<file path="config.mk">
export PLATFORM = sky130hd
export DESIGN_NAME = hwag_spi_tx_data_frame_flat
export DESIGN_NICKNAME = d
export VERILOG_FILES = /design/src/rtl/hwag_spi_pkg.sv /design/src/rtl/hwag_spi_tx_data_frame_if.sv /design/src/rtl/hwag_spi_tx_data_frame_crc8.sv /design/src/rtl/hwag_spi_tx_data_frame.sv /design/src/flat_wrapper.sv
export SDC_FILE = /design/constraint.sdc
export NUM_CORES = 1
export LEC_CHECK = 0
export ABC_AREA = 0
export ABC_CLOCK_PERIOD_IN_PS = 3300
export BUFFER_PORTS_ARGS = -buffer_cell sky130_fd_sc_hd__buf_2
export CAP_MARGIN = 25
export CORE_MARGIN = 4
export CORE_UTILIZATION = 61
export DETAILED_ROUTE_END_ITERATION = 10
export PLACE_DENSITY = 0.89
export SLEW_MARGIN = 25
export SYNTH_ARGS = -nofsm -noshare
export SYNTH_HDL_FRONTEND = slang
export SYNTH_HIERARCHICAL = 1
export SYNTH_SLANG_ARGS = --single-unit
</file>
<file path="constraint.sdc">
create_clock -name clk -period 3.3 [get_ports clk]
set_clock_uncertainty 0.15 [all_clocks]
set_input_delay 0.165 -clock clk [delete_from_list [all_inputs] [get_ports clk]]
set_output_delay 0.165 -clock clk [all_outputs]
set_load 0.01 [all_outputs]
</file>
<file path="src/rtl/hwag_spi_pkg.sv">
// Shared types and constants for the SPI transmit data-frame builder.
// Frame layout: [STAT8][ADDR8][DATA32 MSB first][CRC8], then FILL_BYTE forever.
package hwag_spi_pkg;

  typedef enum logic [1:0] {IDLE, SHIFT, DRAIN} state_e;

  localparam int         FRAME_BYTES = 7;
  localparam logic [7:0] CRC8_POLY   = 8'h07;
  localparam logic [7:0] FILL_BYTE   = 8'hFF;

  // STAT8 = {valid, underrun, user[5:0]}
  localparam int STAT_VALID_BIT    = 7;
  localparam int STAT_UNDERRUN_BIT = 6;
  localparam int STAT_USER_W       = 6;

  typedef struct packed {
    logic [7:0]             addr;
    logic [31:0]            data;
    logic [STAT_USER_W-1:0] stat;
    logic                   valid;
  } pend_t;

  typedef struct packed {
    logic [7:0]  stat8;
    logic [7:0]  addr;
    logic [31:0] data;
  } act_t;

  function automatic logic [7:0] mk_stat8(input logic valid, input logic underrun,
                                          input logic [STAT_USER_W-1:0] user);
    return {valid, underrun, user};
  endfunction

  // Byte driven at a given frame index; index 7 is the drain filler.
  function automatic logic [7:0] frame_byte(input logic [2:0] idx, input act_t a,
                                            input logic [7:0] crc);
    case (idx)
      3'd0:    return a.stat8;
      3'd1:    return a.addr;
      3'd2:    return a.data[31:24];
      3'd3:    return a.data[23:16];
      3'd4:    return a.data[15:8];
      3'd5:    return a.data[7:0];
      3'd6:    return crc;
      default: return FILL_BYTE;
    endcase
  endfunction

endpackage

</file>
<file path="src/rtl/hwag_spi_tx_data_frame_if.sv">
// Handshake/bus bundle between the frame builder, its loader and spi_slave.
interface hwag_spi_tx_data_frame_if;
  logic        spi_ss;
  logic        spi_tx;
  logic        ld;
  logic [7:0]  ld_addr;
  logic [31:0] ld_data;
  logic [5:0]  ld_stat;
  logic [7:0]  bus_out;
  logic        busy;
  logic        frame_done;
  logic        frame_abort;

  modport slave (
    input  spi_ss, spi_tx, ld, ld_addr, ld_data, ld_stat,
    output bus_out, busy, frame_done, frame_abort
  );

  modport master (
    output spi_ss, spi_tx, ld, ld_addr, ld_data, ld_stat,
    input  bus_out, busy, frame_done, frame_abort
  );
endinterface

</file>
<file path="src/rtl/hwag_spi_tx_data_frame_crc8.sv">
// One-byte CRC8 step: poly 0x07, MSB first, no reflection, no final XOR.
module crc8_byte
  import hwag_spi_pkg::*;
(
  input  logic [7:0] crc_in,
  input  logic [7:0] byte_in,
  output logic [7:0] crc_out
);
  logic [7:0] c;

  // Shift eight bits of the byte through the LFSR.
  always_comb begin
    c = crc_in ^ byte_in;
    for (int i = 0; i < 8; i++)
      c = c[7] ? ({c[6:0], 1'b0} ^ CRC8_POLY) : {c[6:0], 1'b0};
    crc_out = c;
  end
endmodule

</file>
<file path="src/rtl/hwag_spi_tx_data_frame.sv">
// SPI transmit frame builder: serves STAT/ADDR/DATA/CRC bytes to spi_slave.
// Optional macro HWAG_SPI_TX_CRC_EN builds the CRC8 generator; without it
// byte 6 is 0x00.
module hwag_spi_tx_data_frame
  import hwag_spi_pkg::*;
(
  input  logic                      clk,
  input  logic                      nrst,
  hwag_spi_tx_data_frame_if.slave   bus
);
  state_e     state_q, state_d;
  logic [2:0] idx_q, idx_d;
  pend_t      pend_q, pend_d;
  act_t       act_q, act_d;
  logic       underrun_q, underrun_d;
  logic       ss_prev_q, ss_prev_d;
  logic       done_q, done_d;
  logic       abort_q, abort_d;

  logic       ss_fall, ss_rise, start, advance;
  logic [2:0] idx_nxt;
  logic [7:0] pend_stat8, crc_tx;

  assign ss_fall    = ss_prev_q & ~bus.spi_ss;
  assign ss_rise    = ~ss_prev_q & bus.spi_ss;
  assign start      = (state_q == IDLE) & ss_fall;
  // A tx coinciding with ss rise belongs to the end-of-frame path.
  assign advance    = (state_q == SHIFT) & ~ss_rise & bus.spi_tx;
  assign idx_nxt    = idx_q + 3'd1;
  assign pend_stat8 = mk_stat8(pend_q.valid, underrun_q, pend_q.stat);

`ifdef HWAG_SPI_TX_CRC_EN
  logic [7:0] crc_q, crc_d, crc_in, crc_byte, crc_nxt;

  // At start seed with STAT8; during SHIFT fold in the byte about to be driven.
  assign crc_in   = (state_q == IDLE) ? 8'h00 : crc_q;
  assign crc_byte = (state_q == IDLE) ? pend_stat8 : frame_byte(idx_nxt, act_q, 8'h00);

  crc8_byte u_crc (.crc_in(crc_in), .byte_in(crc_byte), .crc_out(crc_nxt));

  // CRC accumulates only over bytes 0..5.
  always_comb begin
    crc_d = crc_q;
    if (start || (advance && idx_nxt <= 3'd5)) crc_d = crc_nxt;
  end

  // CRC accumulator register.
  always_ff @(posedge clk) begin
    if (!nrst) crc_q <= 8'h00;
    else       crc_q <= crc_d;
  end

  assign crc_tx = crc_q;
`else
  assign crc_tx = 8'h00;
`endif

  // Next-state, pending buffer and end-of-frame pulses.
  always_comb begin
    state_d    = state_q;
    idx_d      = idx_q;
    pend_d     = pend_q;
    act_d      = act_q;
    underrun_d = underrun_q;
    ss_prev_d  = bus.spi_ss;
    done_d     = 1'b0;
    abort_d    = 1'b0;
    case (state_q)
      IDLE: begin
        if (ss_fall) begin
          act_d        = '{stat8: pend_stat8, addr: pend_q.addr, data: pend_q.data};
          pend_d.valid = 1'b0;
          underrun_d   = 1'b0;
          idx_d        = 3'd0;
          state_d      = SHIFT;
        end
      end
      SHIFT, DRAIN: begin
        if (ss_rise) begin
          state_d = IDLE;
          done_d  = (idx_q == 3'd7);
          abort_d = (idx_q != 3'd7);
        end else if (bus.spi_tx) begin
          if (state_q == DRAIN) begin
            underrun_d = 1'b1;
          end else begin
            idx_d = idx_nxt;
            if (idx_q == 3'(FRAME_BYTES - 1)) state_d = DRAIN;
          end
        end
      end
      default: state_d = IDLE;
    endcase
    // A load always lands in pending, last one wins; never touches the active frame.
    if (bus.ld) pend_d = '{addr: bus.ld_addr, data: bus.ld_data, stat: bus.ld_stat, valid: 1'b1};
  end

  // State registers with synchronous active-low reset.
  always_ff @(posedge clk) begin
    if (!nrst) begin
      state_q    <= IDLE;
      idx_q      <= 3'd0;
      pend_q     <= '0;
      act_q      <= '0;
      underrun_q <= 1'b0;
      done_q     <= 1'b0;
      abort_q    <= 1'b0;
    end else begin
      state_q    <= state_d;
      idx_q      <= idx_d;
      pend_q     <= pend_d;
      act_q      <= act_d;
      underrun_q <= underrun_d;
      done_q     <= done_d;
      abort_q    <= abort_d;
    end
  end

  // Edge detector keeps tracking through reset so a reset mid-frame never fakes a start.
  always_ff @(posedge clk) ss_prev_q <= ss_prev_d;

  assign bus.bus_out     = (state_q == IDLE) ? pend_stat8 : frame_byte(idx_q, act_q, crc_tx);
  assign bus.busy        = (state_q != IDLE);
  assign bus.frame_done  = done_q;
  assign bus.frame_abort = abort_q;

endmodule

</file>
<file path="src/flat_wrapper.sv">
// flat-port wrapper written by rule: the top's interface ports become plain ports
module hwag_spi_tx_data_frame_flat import hwag_spi_pkg::*;
  (clk, nrst, bus_spi_ss, bus_spi_tx, bus_ld, bus_ld_addr, bus_ld_data, bus_ld_stat, bus_bus_out, bus_busy, bus_frame_done, bus_frame_abort);
  hwag_spi_tx_data_frame_if bus_i ();
  input  logic clk;
  input  logic nrst;
  input wire logic [$bits(bus_i.spi_ss)-1:0] bus_spi_ss;
  input wire logic [$bits(bus_i.spi_tx)-1:0] bus_spi_tx;
  input wire logic [$bits(bus_i.ld)-1:0] bus_ld;
  input wire logic [$bits(bus_i.ld_addr)-1:0] bus_ld_addr;
  input wire logic [$bits(bus_i.ld_data)-1:0] bus_ld_data;
  input wire logic [$bits(bus_i.ld_stat)-1:0] bus_ld_stat;
  output wire logic [$bits(bus_i.bus_out)-1:0] bus_bus_out;
  output wire logic [$bits(bus_i.busy)-1:0] bus_busy;
  output wire logic [$bits(bus_i.frame_done)-1:0] bus_frame_done;
  output wire logic [$bits(bus_i.frame_abort)-1:0] bus_frame_abort;
  assign bus_i.spi_ss = bus_spi_ss;
  assign bus_i.spi_tx = bus_spi_tx;
  assign bus_i.ld = bus_ld;
  assign bus_i.ld_addr = bus_ld_addr;
  assign bus_i.ld_data = bus_ld_data;
  assign bus_i.ld_stat = bus_ld_stat;
  assign bus_bus_out = bus_i.bus_out;
  assign bus_busy = bus_i.busy;
  assign bus_frame_done = bus_i.frame_done;
  assign bus_frame_abort = bus_i.frame_abort;
  hwag_spi_tx_data_frame u_core (.clk(clk), .nrst(nrst), .bus(bus_i));
endmodule
</file>
==> reports/metrics.cfg, run 1 <==
[global_route]
grt_overflow=0
grt_pass1_wl_um=17600
met3_usage=0.0402
grt_use_met2=0.428
gr-max-usage-layer=met2
track_usage=0.255
grt_max_degree=57
use_met1=0.326
antenna_found_initial=0
grt_pass1_vias=3692

[die]
core_region_area_um2=6940
dieArea_um2=8750
die_y_um=93.6
die_width_um=93.6
io_pins=62
core.rowCount=30
start_util=0.643

[layout]
diodes=0
final_cells=671
drive_gt1_frac=0.169
area_delta_synth_final_pct=22.4
nFillCells=446
num-nets-final=630
final_area_um2=5470

[pwr]
power_w=0.00245
power_leakage_nw=2.20
p_comb_frac=0.122
switching_share=0.246
power.density_nw_per_um2=449
ir_drop_mv=0.297
p_int_w=0.00185
p_clk_frac=0.332
power.net_switching_w=0.000603
seqPwrFrac=0.546

[critical_path]
required_ps=2980
path_class=flop to primary output
critPathSlowestCell=nor2_1
cpMostUsedCell=ha_1
crit_start=u_core/idx_q[1]
crit_path_start_kind=flop
cp.arrival_ps=2370
cp_cell_sequence=ha_1, ha_1, nor4_1, nor2_1, nand2_1, o22a_1, buf_2
worstReg2RegStart=u_core/state_q[1]
critical-path-top-delay-family=simple AND/OR/NAND/NOR gates
slowest_delay_ps=470
path_buf_inv=1
critPathCaptureType=primary output
path_max_fanout=9

[clock_tree]
cts_tree=yes
worstSkewPairLatency_ps=360
postCtsSetupBuffers=0
cts-buffers-inserted=9
cts_root_buffer=clkbuf_8
htree_levels=3
clock_path_buffers=2
cts_num_sinks=104
clk_pin_slew_ps=90

[place]
dp.cells=607
hpwl_um=6690
gp_congestion=0.869
placed_area_um2=4780
port_buffers=61

[drt]
wl_per_cell_um=16.1
ant_nets=0
drt_iter0_drc=390
dr.pass1.iters=6
vias=3729
routed_via_density=5.56
drc=0
wl_um=10800

[min_path]
min_from=bus_ld
min_path_type=input pin to flop

[run_status]
status=complete, no violations

[timing]
fin_crit_ps=2690
fmax_mhz=372
worst_slew_pin_slew_ps=929
rsz0062_at_grt=false
setup_viol=0
setup_tns_ps=0
slew_headroom=0.380
finalHoldViolations=0
slew_violations=0
fin_crit_sh=0.815

[yosys]
synth.distinct_cells=37
ys_seq_area_frac=0.466
postSynthAreaPerCell_um2=9.34
synth_warnings=6
syn_area_um2=4470
syn_nets=538
ys_ff_latch=104
synthesis.instances=478

[job]
maxCapViolations=0

-- path summary, 6_finish.rpt --
kind	slack [ps]	to	cells past startpoint
worst max-delay path	610	bus_bus_out[6]	7
worst max register to register	880	u_core/act_q[19]	5
worst min register to register	310	u_core/act_q[45]	2
worst min-delay path	250	u_core/pend_q[15]	3
-- worst reg2reg max path, stage by stage, from the launching register on --
cell and delay [ps]:
dfxtp_1 340, inv_1 90, ha_1 390, and3_2 890, nand2_1 150, a21boi_0 310
-- routing by layer --
metal / share of wire / vias to the layer above
met1: 0.42 / 1760
li1: - / 1798
met4: 0.021 / 0
met3: 0.067 / 21
met2: 0.49 / 150
met5: 0 / -
-- kinds of logic after synthesis --
family          Yosys count  synth area share
simple gates            176             0.184
mux                      57             0.130
buf+inv                  46            0.0440
compound gates           85             0.149
fa+ha+maj                10            0.0275
flops                   104             0.466
-- power by group through the flow --
| stage | sequential, W | combinational, W | clock, W |
|---|---|---|---|
| floorplan | 0.00135 | 0.000177 | 0 |
| global placement | 0.00137 | 0.000240 | 0 |
| detailed placement | 0.00137 | 0.000249 | 0 |
| CTS | 0.00134 | 0.000294 | 0.000824 |
| global route | 0.00135 | 0.000327 | 0.000881 |
| finish | 0.00134 | 0.000300 | 0.000815 |
-- timing repair --
| action | 4_1_cts | 5_1_grt |
|---|---|---|
| gates resized for setup | 0 | 0 |
| hold buffers | 48 | 0 |
| hold endpoints to repair | 48 | 0 |
-- layout by cell type (no fill, tap or decap), types with 2 or more instances in the layout --
cell type and count:
o22a_1 3, nor3_1 2, inv_1 12, nor2_1 2, dlygate4sd3_1 48, o21ai_0 2
clkbuf_8 11, nor2b_1 49, buf_2 61, a221oi_1 4, a21boi_0 48, nand2_1 110
mux2i_1 49, a32oi_1 5, a22oi_1 6, dfxtp_1 104, buf_4 5, a222oi_1 4
ha_1 9, mux2_2 8, nor4_1 2, nand3_1 5, a21oi_1 7
-- state kept, by name, summed over array words and instances, names as in the netlist --
| register | cells |
|---|---|
| u_core/underrun_q | 1 |
| u_core/bus.frame_done | 1 |
| u_core/bus.frame_abort | 1 |
| u_core/act_q | 48 |
| u_core/pend_q | 47 |
| u_core/ss_prev_q | 1 |
| u_core/idx_q | 3 |
| u_core/state_q | 2 |
-- per-stage QoR --
stage           util  setup slack, ps  hold slack, ps
2_1_floorplan      -             1190            42.7
5_1_grt        0.787              475             262
3_5_place_dp   0.688             1110             148
6_report       0.787              610             249
3_3_place_gp   0.688             1160             144
4_1_cts        0.787              686             244
-- final cells by class --
cell class | count | area, um^2 | share of cell area
multi-input combinational | 328 | 2190 | 0.400
sequential | 104 | 2080 | 0.381
timing repair buffer | 114 | 823 | 0.151
clock buffer | 12 | 155 | 0.0284
tap | 96 | 120 | 0.0220
clock inverter | 4 | 51.3 | 0.00938
inverter | 13 | 48.8 | 0.00892
-- Yosys cell counts, drive strengths merged --
cell	instances	share of area
a32oi	5	0.0098
o22a	3	0.0059
mux2	8	0.020
nand2	111	0.094
inv	13	0.011
o21a	1	0.0017
buf	15	0.018
a2111oi	1	0.0062
and3	2	0.0031
a221oi	4	0.0078
mux2i	49	0.11
or2	1	0.0014
nor4	2	0.0028
a21o	1	0.0020
o21ai	2	0.0022
nor2b	49	0.069
nand3	5	0.0056
a41oi	1	0.0020
clkbuf	18	0.015
or2b	1	0.0025
a31oi	1	0.0014
a31o	1	0.0020
a21oi	7	0.0078
maj3	1	0.0022
a222oi	4	0.0090
a22oi	6	0.010
nor2	2	0.0017
nor3	2	0.0022
nand4b	1	0.0020
ha	9	0.025
dfxtp	104	0.47
a21boi	48	0.081
Note: power is estimated with default switching activity, not from simulation.
==> inputs of run 2 (changes only) <==
--- a/config.mk
+++ b/config.mk
@@ -5,14 +5,14 @@
 export SDC_FILE = /design/constraint.sdc
 export NUM_CORES = 1
 export LEC_CHECK = 0
-export ABC_AREA = 0
-export ABC_CLOCK_PERIOD_IN_PS = 3300
+export ABC_AREA = 1
+export ABC_CLOCK_PERIOD_IN_PS = 2200
 export BUFFER_PORTS_ARGS = -buffer_cell sky130_fd_sc_hd__buf_2
 export CAP_MARGIN = 25
 export CORE_MARGIN = 4
-export CORE_UTILIZATION = 61
+export CORE_UTILIZATION = 51
 export DETAILED_ROUTE_END_ITERATION = 10
-export PLACE_DENSITY = 0.89
+export PLACE_DENSITY = 0.8
 export SLEW_MARGIN = 25
 export SYNTH_ARGS = -nofsm -noshare
 export SYNTH_HDL_FRONTEND = slang
==> constraint.sdc (replaced) <==
create_clock -name clk -period 2.2 [get_ports clk]
set_clock_uncertainty 0.15 [all_clocks]
set_input_delay 0.11 -clock clk [delete_from_list [all_inputs] [get_ports clk]]
set_output_delay 0.11 -clock clk [all_outputs]
set_load 0.01 [all_outputs]
==> run 2 against run 1 <==
  * First-iteration DRC count is 45% lower
  * Sequential cell count stayed put
  * Core utilization decreased by 11 points
  * Worst hold slack got worse by 200 ps
  * Clock power up 68%
==> reports/metrics.cfg, run 2 <==
[global_route]
grt_overflow=0  ; unchanged
antenna_found_initial=0  ; unchanged
gr-max-usage-layer=met2  ; unchanged
track_usage=0.221  ; was 0.255
grt_pass1_wl_um=17800  ; was 17,600 um
grt_pass1_vias=3940  ; was 3,692
grt_max_degree=50  ; was 57
met3_usage=0.0582  ; was 0.0402
grt_use_met2=0.374  ; was 0.428
use_met1=0.275  ; was 0.326

[clock_tree]
cts_root_buffer=clkbuf_8  ; unchanged
cts_num_sinks=104  ; unchanged
cts_tree=yes  ; unchanged
worstSkewPairLatency_ps=380  ; was 360 ps
cts-buffers-inserted=9  ; unchanged
htree_levels=3  ; unchanged
clk_pin_slew_ps=100  ; was 90 ps
clock_path_buffers=2  ; unchanged

[layout]
diodes=0  ; unchanged
final_cells=812  ; was 671
area_delta_synth_final_pct=29.4  ; was 22.4%
final_cell_mix=183 x nor2_1, 101 x dfxtp_1, 87 x o21ai_0  ; was 110 x nand2_1, 104 x dfxtp_1, 61 x buf_2
nFillCells=683  ; was 446
regMostFlops=u_core/act_q  ; unchanged
largest_reg_flops=48  ; unchanged
drive_gt1_frac=0.167  ; was 0.169
num-nets-final=762  ; was 630
top_regs=u_core/act_q: 48 flops, u_core/pend_q: 47 flops, u_core/idx_q: 3 flops  ; unchanged
layout_commonest_cell=nor2_1  ; was nand2_1

[yosys]
postSynthAreaPerCell_um2=7.17  ; was 9.34 um^2
ys_seq_area_frac=0.489  ; was 0.466
synth-edff-count=0  ; unchanged
synthesis.instances=594  ; was 478
synth_common_cells=186 x nor2_1, 104 x dfxtp_1, 93 x o21ai_0  ; was 110 x nand2_1, 104 x dfxtp_1, 49 x mux2i_1, 49 x nor2b_1, 48 x a21boi_0
synth_top_cell_area_share=0.489  ; was 0.466
syn_area_um2=4260  ; was 4470 um^2
ys_ff_latch=104  ; unchanged
yosysMostFrequentCell=nor2_1  ; was nand2_1
synth_top_area_cell=dfxtp_1  ; unchanged
async_reset_ff_frac=0  ; unchanged
syn_nets=654  ; was 538
yosys-top-cells-area=dfxtp_1 49%, nor2_1 16%, o21ai_0 11%  ; was dfxtp_1 47%, mux2i_1 11%, nand2_1 9.2%
synth_warnings=6  ; unchanged
synth.distinct_cells=22  ; was 37
synthFlopType=dfxtp_1  ; unchanged

[critical_path]
critPathCaptureType=primary output  ; unchanged
required_ps=1940  ; was 2980 ps
cp.arrival_ps=1840  ; was 2370 ps
path_max_fanout=9  ; unchanged
path_class=flop to primary output  ; unchanged
ff2ff_setup_slack_ps=330  ; was 880 ps
crit_path_start_kind=flop  ; unchanged

[drt]
dr.pass1.iters=5  ; was 6
routed_via_density=5.17  ; was 5.56
ant_nets=0  ; unchanged
wl_um=11100  ; was 10,800 um
drt_iter0_drc=214  ; was 390
vias=4196  ; was 3,729
drc=0  ; unchanged
wl_per_cell_um=13.6  ; was 16.1 um

[timing]
finalWorstSetupSlack_ps=99.7  ; was 610 ps
slew_violations=0  ; unchanged
fmax_mhz=476
worst_slew_pin_slew_ps=581  ; was 929 ps
setup_tns_ps=0  ; unchanged
fin_crit_ps=2100
fin_crit_sh=0.955
slew_headroom=0.612  ; was 0.380
rsz0062_at_grt=true  ; was false
setup_viol=0  ; unchanged
finalHoldViolations=0  ; unchanged

[min_path]
min_path_type=input pin to flop  ; unchanged

[die]
io_pins=62  ; unchanged
start_util=0.521  ; was 0.643
core.rowCount=33  ; was 30
core_region_area_um2=8180  ; was 6940 um^2
die_width_um=99.4  ; was 93.6 um
die_y_um=99.4  ; was 93.6 um
dieArea_um2=9870  ; was 8750 um^2

[place]
place_ws_ps=139  ; was 1110 ps
port_buffers=61  ; unchanged
dp.cells=738  ; was 607
hpwl_um=6960  ; was 6690 um
gp_congestion=0.928  ; was 0.869

[run_status]
status=complete, no violations  ; unchanged

[pwr]
power_leakage_nw=2.48  ; was 2.20 nW
ir_drop_mv=0.488  ; was 0.297 mV
power.density_nw_per_um2=994  ; was 449 nW/um^2
power_w=0.00547  ; was 0.00245 W

[job]
maxCapViolations=0  ; unchanged

## run 2: cell types whose count changed after synthesis, sizes merged, moves of 28 or more
cell / before / now
a21boi: 48 / 0
nor2: 2 / 187
mux2i: 49 / 0
a21oi: 7 / 35
o21ai: 2 / 100
nor2b: 49 / 0
## run 2: per-stage QoR
stage	hold slack, ps	utilization	cell area, um^2
after floorplan	-12.3	-	4260
after global placement	115	0.562	4600
after detailed placement	120	0.562	4600
after CTS	45.1	0.662	5410
after global routing	92.2	0.674	5510
final	47.8	0.674	5510
## run 2: path summary, 6_finish.rpt
check | start | endpoint | depth (start not counted)
worst max register to register | u_core/state_q[0] | u_core/act_q[14] | 8
worst min register to register | u_core/act_q[37] | u_core/act_q[37] | 2
worst min-delay path | bus_spi_tx | u_core/state_q[0] | 7
worst max-delay path | u_core/idx_q[0] | bus_bus_out[7] | 8
## run 2: cell type report
type                            instances  area [um^2]  area share
Sequential cell                       104         2090       0.379
Tap cell                              105          131      0.0239
Clock inverter                          6         96.3      0.0175
Clock buffer                           10          138      0.0250
Inverter                               32          128      0.0232
Timing Repair Buffer                  129          966       0.175
Multi-Input combinational cell        426         1960       0.356
## run 2: worst max-delay path, stage by stage (launching register included)
cell     delay (ps)
dfxtp_2         370
ha_2            210
ha_4            200
nor2_2           80
nand2_1         100
nand2_4         120
nor2_1           70
a21oi_2         160
buf_2           150
## run 2: cell families (layout without fill, tap and decap cells)
logic type | Yosys count | after routing | synth area share
AND/OR/NAND/NOR | 282 | 282 | 0.255
AO/OA/AOI/OAI | 135 | 135 | 0.159
flip-flops | 104 | 104 | 0.489
buffers and inverters | 64 | 177 | 0.0711
adder cells (fa/ha/maj) | 9 | 9 | 0.0265
## run 2: timing repair
action	in CTS	in global routing
setup buffers	0	3
gates resized for setup	7	29
endpoints found under the setup margin	8	8
endpoints found under the hold margin	58	0
pin swaps	1	2
hold buffers	55	0
## run 2: where the power goes
group | total (W) | internal, W | switching (W)
Combinational | 0.00182 | 0.000714 | 0.00110
Sequential | 0.00228 | 0.00213 | 0.000155
Clock | 0.00137 | 0.000688 | 0.000683
## run 2: layer usage
layer	up-vias	routed length (um)
met5	-	0
met4	0	237
met3	20	788
met2	140	5400
met1	1947	4640
li1	2089	-
